===== config.mk =====
export PLATFORM = sky130hd
export DESIGN_NAME = wfa_align_ctrl
export DESIGN_NICKNAME = d
export VERILOG_FILES = /design/src/rtl/wfa_align_ctrl.sv
export SDC_FILE = /design/constraint.sdc
export NUM_CORES = 1
export LEC_CHECK = 0
export BUFFER_PORTS_ARGS = -buffer_cell sky130_fd_sc_hd__buf_2
export CAP_MARGIN = 20
export CORE_MARGIN = 5
export CORE_UTILIZATION = 30
export DETAILED_ROUTE_END_ITERATION = 8
export GPL_TIMING_DRIVEN = 0
export PLACE_DENSITY = 0.64
export SYNTH_ARGS = -nofsm -noshare
export SYNTH_HDL_FRONTEND = slang
export SYNTH_SLANG_ARGS = --single-unit

===== constraint.sdc =====
create_clock -name clk -period 6.67 [get_ports clk]
set_input_delay 0.3335 -clock clk [delete_from_list [all_inputs] [get_ports clk]]
set_output_delay 0.3335 -clock clk [all_outputs]
set_load 0.02 [all_outputs]

===== src/rtl/wfa_align_ctrl.sv =====
// wfa_align_ctrl: top-level alignment sequencer for the WFA tile engine.
// Opens the host load window, seeds the extend FIFO with the origin
// diagonal, dispatches FIFO words to the extend lanes, steps the score
// wavefront by wavefront up to MAX_SCORE and hands off to traceback.
module wfa_align_ctrl #(
    parameter int NUM_EXTEND    = 8,
    parameter int TILE_SIZE     = 512,
    parameter int LOG_TILE_SIZE = $clog2(TILE_SIZE),
    parameter int TB_ADDR       = 10,
    parameter int FIFO_WIDTH    = 2*LOG_TILE_SIZE+TB_ADDR+2,
    parameter int MAX_SCORE     = 255,
    parameter int SCORE_W       = $clog2(MAX_SCORE+1),
    parameter int CYC_W         = 32
) (
    input  logic                             clk,
    input  logic                             rst,
    input  logic                             load,
    input  logic                             start,
    input  logic [LOG_TILE_SIZE:0]           ref_len,
    input  logic [LOG_TILE_SIZE:0]           qry_len,
    output logic                             load_en,
    output logic [NUM_EXTEND*FIFO_WIDTH-1:0] fifo_din,
    output logic                             fifo_wen,
    input  logic                             fifo_full,
    output logic                             fifo_ren,
    input  logic                             fifo_empty,
    input  logic [NUM_EXTEND-1:0]            is_finish,
    input  logic                             reached_end,
    output logic                             wf_next,
    input  logic                             wf_ready,
    output logic                             tb_start,
    input  logic                             tb_done,
    output logic [SCORE_W-1:0]               score,
    output logic [CYC_W-1:0]                 cycles,
    output logic                             busy,
    output logic                             done,
    output logic                             error
);

    typedef enum logic [2:0] {
        S_IDLE, S_LOAD, S_SEED, S_ALIGN, S_NEXT, S_TB, S_DONE, S_ERR
    } state_t;

    localparam int DIN_W = NUM_EXTEND*FIFO_WIDTH;
    // Lane-0 origin word: valid=1, is_extend=1, k=0, offset=0, tbAddr=0.
    localparam logic [FIFO_WIDTH-1:0] SEED_WORD = {2'b11, {(FIFO_WIDTH-2){1'b0}}};
    localparam logic [SCORE_W-1:0]    SCORE_MAX = SCORE_W'(MAX_SCORE);

    state_t                   state;
    logic [LOG_TILE_SIZE:0]   ref_q;
    logic [LOG_TILE_SIZE:0]   qry_q;
    logic                     inflight;  // a FIFO read is still propagating into the lanes
    logic                     fl_cnt;    // age of the in-flight read when lanes never drop
    logic                     idle_cnt;  // first drained cycle seen, one more ends the wavefront
    logic                     wf_sent;   // wf_next already issued for this NEXT visit
    logic                     all_fin;
    logic                     lens_ok;
    logic                     drained;

    assign all_fin = &is_finish;
    assign lens_ok = (|ref_q) && (|qry_q);
    assign drained = fifo_empty && all_fin && !inflight;

    // The seed strobe looks at fifo_full in the same cycle, so a write is never
    // issued against a full FIFO and exactly one write is accepted.
    assign fifo_wen = (state == S_SEED) && !fifo_full && lens_ok;
    assign fifo_din = (state == S_SEED) ? DIN_W'(SEED_WORD) : '0;
    // reached_end overrides dispatch, so no read is launched on the way to TB.
    assign fifo_ren = (state == S_ALIGN) && !reached_end && !fifo_empty && all_fin && !inflight;

    assign load_en = (state == S_LOAD);
    assign busy    = (state == S_SEED) || (state == S_ALIGN) || (state == S_NEXT) || (state == S_TB);
    assign done    = (state == S_DONE);
    assign error   = (state == S_ERR);

    // Sequencer FSM with score, cycle counter, read tracking and handshake pulses.
    always_ff @(posedge clk or negedge rst) begin
        if (!rst) begin
            state    <= S_IDLE;
            ref_q    <= '0;
            qry_q    <= '0;
            score    <= '0;
            cycles   <= '0;
            wf_next  <= 1'b0;
            tb_start <= 1'b0;
            inflight <= 1'b0;
            fl_cnt   <= 1'b0;
            idle_cnt <= 1'b0;
            wf_sent  <= 1'b0;
        end else begin
            wf_next  <= 1'b0;
            tb_start <= 1'b0;
            if (busy && (cycles != '1)) begin
                cycles <= cycles + 1'b1;
            end
            case (state)
                S_IDLE: begin
                    if (load) state <= S_LOAD;
                end
                S_LOAD: begin
                    if (start) begin
                        ref_q  <= ref_len;
                        qry_q  <= qry_len;
                        score  <= '0;
                        cycles <= '0;
                        state  <= ((ref_len == '0) || (qry_len == '0)) ? S_DONE : S_SEED;
                    end
                end
                S_SEED: begin
                    if (fifo_wen) begin
                        state    <= S_ALIGN;
                        inflight <= 1'b0;
                        idle_cnt <= 1'b0;
                    end
                end
                S_ALIGN: begin
                    if (reached_end) begin
                        state    <= S_TB;
                        tb_start <= 1'b1;
                        inflight <= 1'b0;
                        idle_cnt <= 1'b0;
                    end else begin
                        if (fifo_ren) begin
                            inflight <= 1'b1;
                            fl_cnt   <= 1'b0;
                        end else if (inflight) begin
                            if (!all_fin || fl_cnt) inflight <= 1'b0;
                            else                    fl_cnt   <= 1'b1;
                        end
                        if (drained) begin
                            if (idle_cnt) begin
                                state    <= S_NEXT;
                                idle_cnt <= 1'b0;
                                wf_sent  <= 1'b0;
                            end else begin
                                idle_cnt <= 1'b1;
                            end
                        end else begin
                            idle_cnt <= 1'b0;
                        end
                    end
                end
                S_NEXT: begin
                    if (reached_end) begin
                        state    <= S_TB;
                        tb_start <= 1'b1;
                    end else if (!wf_sent) begin
                        if (score == SCORE_MAX) begin
                            state <= S_ERR;
                        end else begin
                            score   <= score + 1'b1;
                            wf_next <= 1'b1;
                            wf_sent <= 1'b1;
                        end
                    end else if (wf_ready) begin
                        state    <= S_ALIGN;
                        inflight <= 1'b0;
                        idle_cnt <= 1'b0;
                    end
                end
                S_TB: begin
                    if (tb_done) state <= S_DONE;
                end
                S_DONE, S_ERR: begin
                    if (load) state <= S_LOAD;
                end
                default: state <= S_IDLE;
            endcase
        end
    end

endmodule


# After elaboration in Yosys (flattened, before gate mapping)
# Index checks and enable logic that the tools add are counted.
# W data, S select, Z words.
dict set report totals {
  in_bits 37
  register_bits 69
  out_inout_bits 288
}
dict set report op_classes {
  n_eq_ne 26
  n_bitwise 1
  add_sub_neg 2
  reduce_logical 38
  n_mux 50
}
# operator count
set op_table {}
lappend op_table {{$mux W32} 3}
lappend op_table {{$mux W3} 12}
lappend op_table {{$add A32 B1 Y32 const B} 1}
lappend op_table {{$mux W8} 4}
lappend op_table {{$ne A32 B32 Y1 const B} 1}
lappend op_table {{$mux W30} 1}
lappend op_table {{$mux W1} 25}
lappend op_table {{$ne A2 B2 Y1 const B} 12}
lappend op_table {{$logic_not A10 Y1} 2}
lappend op_table {{$reduce_or A10 Y1} 2}
lappend op_table {{$pmux W3 S6} 1}
lappend op_table {{$pmux W8 S2} 1}
lappend op_table {{$reduce_and A8 Y1} 2}
lappend op_table {{$reduce_and A5 Y1} 3}
lappend op_table {{$eq A3 B3 Y1 const B} 4}
lappend op_table {{$logic_and A1 B1 Y1} 10}
lappend op_table {{$add A8 B1 Y8 const B} 1}
lappend op_table {{$eq A8 B8 Y1 const B} 1}
lappend op_table {{$eq A3 B2 Y1 const B} 2}
lappend op_table {{$ne A3 B3 Y1 const B} 2}
lappend op_table {{$pmux W1 S3} 2}
lappend op_table {{$reduce_bool A2 Y1} 3}
lappend op_table {{$logic_not A1 Y1} 5}
lappend op_table {{$logic_or A1 B1 Y1} 5}
lappend op_table {{12 further kinds} 12}

# Longest topological paths before layout
# Gate-level depths: netlist of run 1.
dict set report logic_depth {
  word_depth 8
  depth_mapped 9
}

# Least setup slack after synthesis of run 1
# Ideal clock, no wire load.
dict set report synth_timing {
  path_type {register -> register}
  start {register state[2]}
  end {register cycles[28]}
  t_arrival_ns 2.674
  setup_time_ns 0.078
  path_buffers 2
  path_slack_ns 3.918
  stages_incl_launch_ff 9
  path_cell_list {dfrtp_1 -> clkbuf_1 -> inv_1 -> ha_1 -> or4_4 -> or4b_1 -> buf_2 -> or3_1 -> a21oi_1}
}
dict set report synth_via {
  elab_chain_len 8
}
# item line
set synth_lines {}
lappend synth_lines {{start, declared} 49} ;# state_t state;
lappend synth_lines {{start signal, assigned} 106} ;# state <= ((ref_len == '0) || (qry_len == '0)) ? S_DONE : S_SEED;
lappend synth_lines {{$eq A3 B2 Y1} 72} ;# assign busy = (state == S_SEED) || (state == S_ALIGN) || (state == S_NEXT) || (state == S_TB);
lappend synth_lines {{$logic_or A1 B1 Y1 (3 in series)} 72}
lappend synth_lines {{$logic_and A1 B1 Y1} 93} ;# if (busy && (cycles != '1)) begin
lappend synth_lines {{$mux W32} 93}
lappend synth_lines {{$mux W32} 101} ;# if (start) begin
lappend synth_lines {{$mux W32 (*)} 96} ;# case (state)
lappend synth_lines {{end signal, assigned} 94} ;# cycles <= cycles + 1'b1;
lappend synth_lines {{end, declared} 34} ;# output logic [CYC_W-1:0] cycles,
# Mark *: on every way between the ends. The rest lies on a longest branch, timed or not.
# A chain may end at the register's enable or synchronous reset.

# Worst setup path in the final report of run 1
dict set report layout_timing {
  start {register state[2]}
  end {register cycles[26]}
}
# The elaborated chain is that of the path after synthesis.

==> results of run 1 <==
## flip-flops by register name, indices dropped and copies added (netlist names)
signal    count
cycles       32
qry_q        10
ref_q        10
score         8
state         3
fl_cnt        1
idle_cnt      1
inflight      1
tb_start      1
wf_next       1
wf_sent       1
## layout make-up
type / count / area (sq um)
Buffer: 258 / 1871
Clock buffer: 13 / 270.3
Clock inverter: 3 / 42.54
Fill cell: 1836 / 10520
Inverter: 10 / 37.54
Multi-Input combinational cell: 558 / 2676
Sequential cell: 69 / 1727
Tap cell: 229 / 286.5
Timing Repair Buffer: 89 / 475.5
## synth_stat cells, types with 3 or more instances
cell,instances,area (sq um)
nor3_1,6,30.03
dfrtp_1,69,1727
a31oi_1,5,31.28
a21oi_1,29,145.1
nand2b_1,5,31.28
nand3_1,16,80.08
or4_1,11,82.58
o21ai_0,23,115.1
o31ai_1,13,97.59
xnor2_1,5,43.79
a31o_2,3,26.28
nand4_1,8,50.05
clkbuf_1,15,56.30
buf_4,239,1794
nand2_1,95,356.6
nor2_1,29,108.9
nor4_1,15,93.84
inv_1,10,37.54
and3_1,5,31.28
or3_1,10,62.56
ha_1,4,50.05
buf_2,4,20.02
## path summary, 6_finish.rpt
check	startpoint	to	slack (ps)	cells past startpoint
max	state[2]$_DFFE_PN0P_	cycles[26]$_DFF_PN0_	3580	8
min	ref_len[8]	ref_q[8]$_DFFE_PN0P_	210	3
max reg2reg	state[2]$_DFFE_PN0P_	cycles[26]$_DFF_PN0_	3580	8
min reg2reg	ref_q[1]$_DFFE_PN0P_	ref_q[1]$_DFFE_PN0P_	480	2
max in group asynchronous	rst	score[0]$_DFFE_PN0P_	5690	3
min in group asynchronous	rst	cycles[30]$_DFF_PN0_	430	2
## cell families after synthesis
logic type                 count (synthesis)
muxes                                      3
xor gates and xnor gates                   6
DFF                                       69
buffers and inverters                    268
AOI/OAI and AO/OA                         93
adders and majority gates                  4
and+or+nand+nor                          214
other                                      1
## through the flow
| step | hold slack, ps | cell area [sq um] | worst slack [ps] | util (%) | total power, mW |
|---|---|---|---|---|---|
| detailed placement | 224.5 | 7058 | 3574 | 39.43 | 1.414 |
| floorplan | 37.91 | 6311 | 3918 | - | 1.202 |
| global placement | 460.4 | 7028 | 3605 | 39.26 | 1.404 |
| finish | 212.4 | 7386 | 3577 | 41.26 | 1.908 |
| CTS | 201.8 | 7381 | 3570 | 41.23 | 1.919 |
| global route | 213.1 | 7386 | 3366 | 41.26 | 2.046 |
## power breakdown
part,switching (mW),leakage (nW),internal [mW]
sequential,0.0767,0.921,0.516
clock,0.179,0.152,0.320
combinational,0.528,3.18,0.289
total,0.784,4.25,1.12
## per-layer routing
metal	vias to the layer above	global-route usage (%)	wire length [um]
met2	193	21.04	6870
met4	2	4.124	168
met5	-	0	13
li1	2443	-	-
met1	2015	16.19	5924
met3	12	2.679	1086
## worst min-delay path: cells and delay by family
family                 cells  cell delay [ps]
AND/OR/NAND/NOR            2               80
buffers and inverters      1               80
==> impl_metrics.env, run 1 <==
export IMPL_h_tree_depth=3
export IMPL_worst_pin_slew_ps=679.1
export IMPL_synth_yosys_seq_area_share_pct=31.85
export IMPL_dr_first_iter_drc_count=217
export IMPL_die_area_sq_um=20860
export IMPL_setup_tns_ps=0
export IMPL_critPathBufInv=3
export IMPL_power_leakage_nw=4.248
export IMPL_grt_pass1_vias=4208
export IMPL_synthToLayoutAreaGrowth_pct=36.23
export IMPL_layout_nets=1036
export IMPL_min_period_ps=3093
export IMPL_synth_edff_count=0
export IMPL_numCtsBuffers=9
export IMPL_crit_path_max_fanout=10
export IMPL_ys_flop_type="dfrtp_1"
export IMPL_worstSetupEndpointType="register"
export IMPL_clk_latency_ps=330
export IMPL_place_congestion=0.7939
export IMPL_clkSinkCount=69
export IMPL_rows=49
export IMPL_dr_pass1_iters=4
export IMPL_die_h_um=144.4
export IMPL_syn_cell_area_sq_um=5421
export IMPL_postRouteAntennaNets=0
export IMPL_period_share_pct=46.37
export IMPL_syn_instance_count=658
export IMPL_setup_viol=0
export IMPL_maxCapViolations=0
export IMPL_cts_resized=0
export IMPL_vias_per_cell=3.796
export IMPL_crit_path_top_delay_cell="or4_4"
export IMPL_worstPathArrival_ps=3330
export IMPL_start_util_pct=30.28
export IMPL_clkTransAtPathRegs_ps=50
export IMPL_ctsHoldBuffers=1
export IMPL_coreArea_sq_um=17900
export IMPL_ys_types=54
export IMPL_fmax_ghz=0.3233
export IMPL_grt_pass1_wl_mm=20.98
export IMPL_dp_cells=1211
export IMPL_port_buffers=86
export IMPL_vias=4665
export IMPL_synth_mux_area_share_pct=0.6000
export IMPL_cts_tree="built"
export IMPL_synthSimpleGateAreaFrac_pct=19.36
export IMPL_outcome="finished clean"
export IMPL_dpl_hpwl_mm=11.65
export IMPL_hold_path_class="in -> reg"
export IMPL_synth_area_per_cell_sq_um=8.239
export IMPL_cts_max_path_buffers=2
export IMPL_gr_total_overflow=0
export IMPL_synth_fa_ha_area_share_pct=0.9231
export IMPL_grt_max_degree=54
export IMPL_crit_type="reg -> reg"
export IMPL_synth_compound_area_share_pct=11.03
export IMPL_slowest_delay_ps=590
export IMPL_drive_gt1_share_pct=35.70
export IMPL_crit_required_ps=6910
export IMPL_yosys_warnings=0
export IMPL_grt_setup_unrepaired="no"
export IMPL_route_detailed_drc=0
export IMPL_relSlewSlack_pct=54.65
export IMPL_pin_count=325
export IMPL_synth_top_family_by_area="buffers and inverters"
export IMPL_crit_chain="clkbuf_1 > inv_1 > ha_1 > or4_4 > or4b_1 > buf_2 > or3_1 > a21oi_1"
export IMPL_cp_start_kind="register"
export IMPL_post_cts_buffers=0
export IMPL_ys_ff_latch=69
export IMPL_diodes=0
export IMPL_layoutNonFillerInstCount=1229
export IMPL_layout_commonest_cell="buf_4"
export IMPL_path_delay_family="simple AND/OR/NAND/NOR gates"
export IMPL_die_w_um=144.4
export IMPL_wl_mm=14.06
export IMPL_peakVddDrop_uv=124.2
export IMPL_drv_slew=0
export IMPL_power_density_nw_per_um2=258.3
export IMPL_clock_root_buffer="clkbuf_16"
export IMPL_final_cell_mix="240 x buf_4, 238 x conb_1, 95 x nand2_1"
export IMPL_routedWlPerCell_um=11.44
export IMPL_antenna_found_initial=1
export IMPL_clock_skew_ps=10.84
export IMPL_grt_use_total_pct=12.58
export IMPL_synth_xor_area_share_pct=0.9693
export IMPL_synthArstFlopShare_pct=100.0
export IMPL_hold_viol_final=0
Note: power is estimated with default switching activity, not from simulation.
==> run 2: changes to the inputs <==
Settings changed: ABC_AREA set to 1, PLACE_DENSITY 0.64 to 0.65.
Clock period 6.67 ns to 2.62 ns, I/O delays scaled along.
==> run 2 against run 1 <==
  * Critical path depth increased by 1
  * Via count increased by 13%
  * Area after synthesis increased by 9.7%
  * Sequential share of layout area decreased by 1.6 points
  * First-iteration DRC count increased by 26%
  * Register-to-register slack got worse by 3100 ps
  * Cell count increased by 18%
  * Flip-flop and latch count unchanged
  * Worst hold slack got worse by 190 ps
  * Clock power increased by 150%
  * Global-route usage about the same
==> impl_metrics.env, run 2 <==
export IMPL_layoutNonFillerInstCount=1451
export IMPL_layout_commonest_cell="buf_4"
export IMPL_reg_largest_list="cycles: 32 flops, qry_q: 10 flops, ref_q: 10 flops"
export IMPL_r2r_start="state[2]$_DFFE_PN0P_"
export IMPL_yosys_warnings=0
export IMPL_grt_use_total_pct=12.56
export IMPL_vias=5289
export IMPL_grt_pass1_wl_mm=23.09
export IMPL_outcome="finished clean"
export IMPL_dr_first_iter_drc_count=274
export IMPL_ys_ff_latch=69
export IMPL_start_util_pct=30.56
export IMPL_pin_count=325
export IMPL_min_period_ps=2115
export IMPL_regMostFlops="cycles"
export IMPL_setup_tns_ps=0
export IMPL_p_clk_share_pct=23.2
export IMPL_peakVddDrop_uv=522.2
export IMPL_synth_yosys_seq_area_share_pct=29.03
export IMPL_port_buffers=86
export IMPL_wl_met1_mm=5.954
export IMPL_sw_frac_of_total_pct=44.11
export IMPL_vias_per_cell=3.645
export IMPL_drv_slew=0
export IMPL_p_comb_share_pct=46.6
export IMPL_startpoint="state[2]$_DFFE_PN0P_"
export IMPL_synthToLayoutAreaGrowth_pct=33.49
export IMPL_place_congestion=0.8481
export IMPL_ys_flop_type="dfrtp_1"
export IMPL_r2r_end="cycles[17]$_DFF_PN0_"
export IMPL_largest_register_ffs=32
export IMPL_p_seq_share_pct=30.3
export IMPL_numCtsBuffers=9
export IMPL_place_area_sq_um=7630
export IMPL_die_w_um=150.8
export IMPL_drive_gt1_share_pct=31.53
export IMPL_clk_latency_ps=330
export IMPL_routedWlPerCell_um=10.54
export IMPL_switching_power_mw=2.352
export IMPL_post_cts_buffers=0
export IMPL_syn_cell_area_sq_um=5948
export IMPL_cts_tree="built"
export IMPL_syn_instance_count=845
export IMPL_grt_max_degree=69
export IMPL_clock_root_buffer="clkbuf_16"
export IMPL_diodes=0
export IMPL_met3_length_mm=1.482
export IMPL_worstSetupEndpointType="register"
export IMPL_clock_skew_ps=8.916
export IMPL_period_share_pct=80.74
export IMPL_crit_type="reg -> reg"
export IMPL_final_design_area_no_fill_sq_um=7940
export IMPL_hold_viol_final=0
export IMPL_wl_mm=15.29
export IMPL_crit_required_ps=2880
export IMPL_hold_path_class="in -> reg"
export IMPL_wl_met2_mm=7.677
export IMPL_power_leakage_nw=4.686
export IMPL_fmax_ghz=0.4727
export IMPL_clkTransAtPathRegs_ps=60
export IMPL_reg2regPathDepth=9
export IMPL_final_cell_mix="245 x buf_4, 238 x conb_1, 193 x nand2_1"
export IMPL_ys_types=32
export IMPL_synth_edff_count=0
export IMPL_synthArstFlopShare_pct=100.0
export IMPL_netlist_top_cells_count="244 x buf_4, 193 x nand2_1, 102 x nor2_1"
export IMPL_ctsHoldBuffers=1
export IMPL_rows=51
export IMPL_coreArea_sq_um=19460
export IMPL_dpl_hpwl_mm=12.80
export IMPL_synth_area_per_cell_sq_um=7.039
export IMPL_cts_max_path_buffers=2
export IMPL_crit_path_max_fanout=8
export IMPL_maxCapViolations=0
export IMPL_dr_pass1_iters=5
export IMPL_intPower_mw=2.980
export IMPL_power_total_mw=5.332
export IMPL_gr_total_overflow=0
export IMPL_endpoint="cycles[17]$_DFF_PN0_"
export IMPL_clkSinkCount=69
export IMPL_dp_cells=1434
export IMPL_synth_area_top_cells="buf_4 31%, dfrtp_1 29%, nand2_1 12%, nor2_1 6.4%, inv_1 4.1%"
export IMPL_power_density_nw_per_um2=671.6
export IMPL_dpl_worst_slack_ps=553.0
export IMPL_grt_pass1_vias=4669
export IMPL_die_area_sq_um=22740
export IMPL_synth_top_cell_area_share_pct=30.80
export IMPL_synth_most_common_cell="buf_4"
export IMPL_rrSetupSlack_ps=500
export IMPL_setup_slack_ps=504.5
export IMPL_route_detailed_drc=0
export IMPL_cp_start_kind="register"
export IMPL_grt_setup_unrepaired="no"
export IMPL_h_tree_depth=3
export IMPL_die_h_um=150.8
export IMPL_setup_viol=0
export IMPL_cts_resized=0
export IMPL_yosys_area_top_type="buf_4"
export IMPL_worstPathArrival_ps=2370
export IMPL_layout_nets=1222
export IMPL_antenna_found_initial=1
export IMPL_top_layer_used="met5"
export IMPL_postRouteAntennaNets=0
[run 2: changes by cell type in the layout (fill, tap and decap cells not counted), sizes merged, moves of 5 or more]
| cell | delta |
|---|---|
| nor4 | -14 |
| nand3 | +25 |
| buf | +8 |
| clkbuf | -19 |
| o21ai | +8 |
| or3 | -10 |
| nor2 | +78 |
| nand2 | +103 |
| or4 | -12 |
| xor2 | +5 |
| o31ai | -13 |
| and3 | -5 |
| inv | +61 |
| nand2b | -5 |
[run 2: logic make-up after synthesis]
kind of cell	synth area share [%]
XOR/XNOR	1.325
adder cells (fa/ha/maj)	0.8414
flip-flops	29.03
AO/OA/AOI/OAI	5.659
AND/OR/NAND/NOR	27.01
other	0.06304
buffers and inverters	36.07
[run 2: worst min-delay path by stage]
stage | startpoint | end | slack (ps) | cells past startpoint
2_1_floorplan | rst | cycles[0]$_DFF_PN0_ | -160 | 0
3_3_place_gp | qry_len[3] | qry_q[3]$_DFFE_PN0P_ | 350 | 3
3_5_place_dp | rst | ref_q[6]$_DFFE_PN0P_ | -70 | 1
4_1_cts | ref_len[1] | ref_q[1]$_DFFE_PN0P_ | 10 | 3
5_1_grt | ref_len[1] | ref_q[1]$_DFFE_PN0P_ | 40 | 3
6_report | ref_len[1] | ref_q[1]$_DFFE_PN0P_ | 20 | 3
[run 2: final cells by class]
| cell class | count | area (sq um) |
|---|---|---|
| multi-input cells | 691 | 2965 |
| plain buffers | 252 | 1883 |
| flip-flops and latches | 69 | 1727 |
| clock buffers | 9 | 225.2 |
| inverters | 70 | 262.8 |
| clock inverters | 7 | 75.07 |
| fillers | 2017 | 11520 |
| well taps | 265 | 331.6 |
| repair buffers | 88 | 470.5 |
[run 2: layer usage]
metal / global-route usage [%] / vias up
li1: - / 2827
met1: 14.95 / 2241
met2: 22.35 / 203
met3: 3.950 / 16
met4: 2.403 / 2
met5: 0 / -
[run 2: power groups by stage]
stage | Combinational [mW] | Clock (mW) | Sequential [mW]
2_1_floorplan | 1.78 | 0 | 1.71
3_3_place_gp | 2.45 | 0 | 1.62
3_5_place_dp | 2.48 | 0 | 1.63
4_1_cts | 2.49 | 1.27 | 1.62
5_1_grt | 2.79 | 1.30 | 1.66
6_report | 2.48 | 1.24 | 1.61
[run 2: critical path, cell delays in order, from the launching register on]
cell     delay [ps]
dfrtp_1         480
inv_2           130
ha_1            370
inv_1           280
nand2_1         140
nor2_1          320
nand3_1         120
nand2_1          70
nand2_1          40
nor2_1           90
[run 2: through the flow]
| step | utilization [%] | hold slack, ps |
|---|---|---|
| 3_3_place_gp | 39.05 | 352.0 |
| 4_1_cts | 40.80 | 12.22 |
| 2_1_floorplan | - | -164.6 |
| 3_5_place_dp | 39.20 | -68.97 |
| 5_1_grt | 40.80 | 35.13 |
| 6_report | 40.80 | 22.15 |
==> run 3: changes to the inputs <==
Clock period 2.62 ns to 1.75 ns, I/O delays scaled along.
==> run 3 against run 2 <==
  * The flow now finishes with violations (negative setup slack)
  * Worst hold slack got worse by 5.5 ps
  * Sequential power rose by 52%
  * Via count increased by 2.2%
  * Cell count is 1.9% higher
  * Core utilization increased by 2.3 points
  * Critical endpoint is now cycles[21]$_DFF_PN0_
  * Register-to-register slack got worse by 520 ps
  * Combinational power rose by 74%
  * Cell area up 5.8%
  * Non-clock buffer count grew 28
  * Largest power group unchanged
  * Die area stayed put
  * Routed wire length up 6.5%
==> impl_metrics.env, run 3 (synthesis results as in run 2) <==
export IMPL_worst_hold_path_endpoint="qry_q[0]$_DFFE_PN0P_"
export IMPL_maxCapViolations=0
export IMPL_reg_largest_list="cycles: 32 flops, qry_q: 10 flops, ref_q: 10 flops"
export IMPL_dpl_hpwl_mm=13.04
export IMPL_hp_start="qry_len[0]"
export IMPL_clkTransAtPathRegs_ps=60
export IMPL_setup_slack_ps=-18.56
export IMPL_crit_path_frequent_cell="nand2_2"
export IMPL_h_tree_depth=3
export IMPL_die_h_um=150.8
export IMPL_period_share_pct=101.1
export IMPL_hold_path_class="in -> reg"
export IMPL_layout_commonest_cell="buf_4"
export IMPL_cts_max_path_buffers=2
export IMPL_synthToLayoutAreaGrowth_pct=41.17
export IMPL_path_delay_family="simple AND/OR/NAND/NOR gates"
export IMPL_layout_nets=1250
export IMPL_min_period_ps=1769
export IMPL_clock_skew_ps=9.195
export IMPL_gr_total_overflow=0
export IMPL_antenna_found_initial=0
export IMPL_start_util_pct=30.56
export IMPL_wl_mm=16.28
export IMPL_crit_path_top_delay_cell="dfrtp_2"
export IMPL_critPathBufInv=4
export IMPL_worstSetupEndpointType="register"
export IMPL_final_cell_mix="262 x buf_4, 238 x conb_1, 187 x nand2_1"
export IMPL_power_leakage_nw=4.843
export IMPL_place_area_sq_um=7631
export IMPL_final_design_area_no_fill_sq_um=8397
export IMPL_slowest_delay_ps=410
export IMPL_outcome="finished, violations left"
export IMPL_grt_max_degree=44
export IMPL_regMostFlops="cycles"
export IMPL_violations="negative setup slack"
export IMPL_place_congestion=0.8429
export IMPL_clkSinkCount=69
export IMPL_crit_required_ps=1990
export IMPL_postRouteAntennaNets=0
export IMPL_die_area_sq_um=22740
export IMPL_die_w_um=150.8
export IMPL_cts_tree="built"
export IMPL_route_detailed_drc=0
export IMPL_crit_type="reg -> reg"
export IMPL_r2r_end="cycles[21]$_DFF_PN0_"
export IMPL_r2r_start="cycles[1]$_DFF_PN0_"
export IMPL_cp_start_kind="register"
export IMPL_seq_area_sq_um=1737
export IMPL_coreArea_sq_um=19460
export IMPL_fmax_ghz=0.5654
export IMPL_dr_first_iter_drc_count=327
export IMPL_grt_pass1_wl_mm=24.03
export IMPL_power_density_nw_per_um2=1041
export IMPL_grt_setup_unrepaired="yes"
export IMPL_clk_latency_ps=340
export IMPL_drv_slew=0
export IMPL_vias=5403
export IMPL_diodes=0
export IMPL_largest_register_ffs=32
export IMPL_drive_gt1_share_pct=35.20
export IMPL_worstPathArrival_ps=2010
export IMPL_dpl_worst_slack_ps=-270.0
export IMPL_crit_chain="ha_4 > inv_2 > nor2_4 > nand2_2 > nor2_4 > nand2_2 > nand2_4 > inv_6 > clkbuf_16 > nand2_2 > nand2_1 > inv_1 > nor2_2"
export IMPL_clock_root_buffer="clkbuf_16"
export IMPL_hold_viol_final=0
export IMPL_vias_per_cell=3.656
export IMPL_grt_use_total_pct=13.21
export IMPL_routedWlPerCell_um=11.01
export IMPL_reg2regPathDepth=13
export IMPL_nFillCells=2018
export IMPL_grt_pass1_vias=4839
export IMPL_setup_tns_ps=-28.39
export IMPL_pin_count=325
export IMPL_numCtsBuffers=9
export IMPL_power_total_mw=8.737
export IMPL_setup_viol=2
export IMPL_peakVddDrop_uv=682.9
export IMPL_crit_path_max_fanout=5
export IMPL_rows=51
export IMPL_dr_pass1_iters=5
export IMPL_multi_input_area_sq_um=3110
export IMPL_holdPathStages=3
export IMPL_rrSetupSlack_ps=-20
export IMPL_port_buffers=86
[run 3: metrics by stage]
step / hold slack (ps) / utilization [%] / std cells
floorplan: -208.1 / - / 1082
global placement: 308.2 / 39.09 / 1433
detailed placement: 47.55 / 39.21 / 1434
CTS: 4.763 / 41.98 / 1466
global route: 23.24 / 43.14 / 1478
finish: 16.61 / 43.14 / 1478
[run 3: cell type report]
type	instances	area share, %
timing repair buffer	116	8.583
multi-input combinational	691	37.04
inverter	70	3.248
clock inverter	4	0.8643
sequential	69	20.68
buffer	252	22.74
tap	265	3.949
clock buffer	11	2.891
[run 3: worst max-delay path by stage]
stage,start,end,slack [ps],cells past startpoint
3_5_place_dp,state[2]$_DFFE_PN0P_,cycles[26]$_DFF_PN0_,-270,9
6_report,cycles[1]$_DFF_PN0_,cycles[21]$_DFF_PN0_,-20,13
5_1_grt,cycles[25]$_DFF_PN0_,cycles[21]$_DFF_PN0_,-130,12
4_1_cts,cycles[0]$_DFF_PN0_,cycles[6]$_DFF_PN0_,6,11
3_3_place_gp,state[2]$_DFFE_PN0P_,cycles[18]$_DFF_PN0_,-240,8
2_1_floorplan,cycles[1]$_DFF_PN0_,cycles[6]$_DFF_PN0_,60,11
[run 3: repair_timing]
item                                    in CTS  in global routing
endpoints found under the hold margin       38                  0
hold buffers                                13                  0
resized for setup                           21                 42
endpoints found under the setup margin      51                 63
cloned                                       0                  1
pin swaps                                    2                 10
setup buffers                                4                 11
[run 3: routing by layer]
metal	global-route usage (%)	share of wire, %	wire length (um)
met5	0	0	0
met2	23.78	51	8330
met1	15.09	39	6335
met3	4.069	8.3	1347
met4	3.626	1.6	263
[run 3: where the power goes]
group          switching, mW  internal (mW)  total, mW  leakage [nW]
logic                   2.65           1.67       4.32          3.78
clock network          0.693           1.28       1.97         0.152
registers              0.406           2.04       2.45         0.908
[run 3: worst reg2reg max path, delay by kind of cell (launching register included)]
| family | cells | cell delay [ps] |
|---|---|---|
| AND/OR/NAND/NOR | 8 | 790 |
| flip-flops | 1 | 410 |
| adder cells (fa/ha/maj) | 1 | 160 |
| buffers and inverters | 4 | 320 |
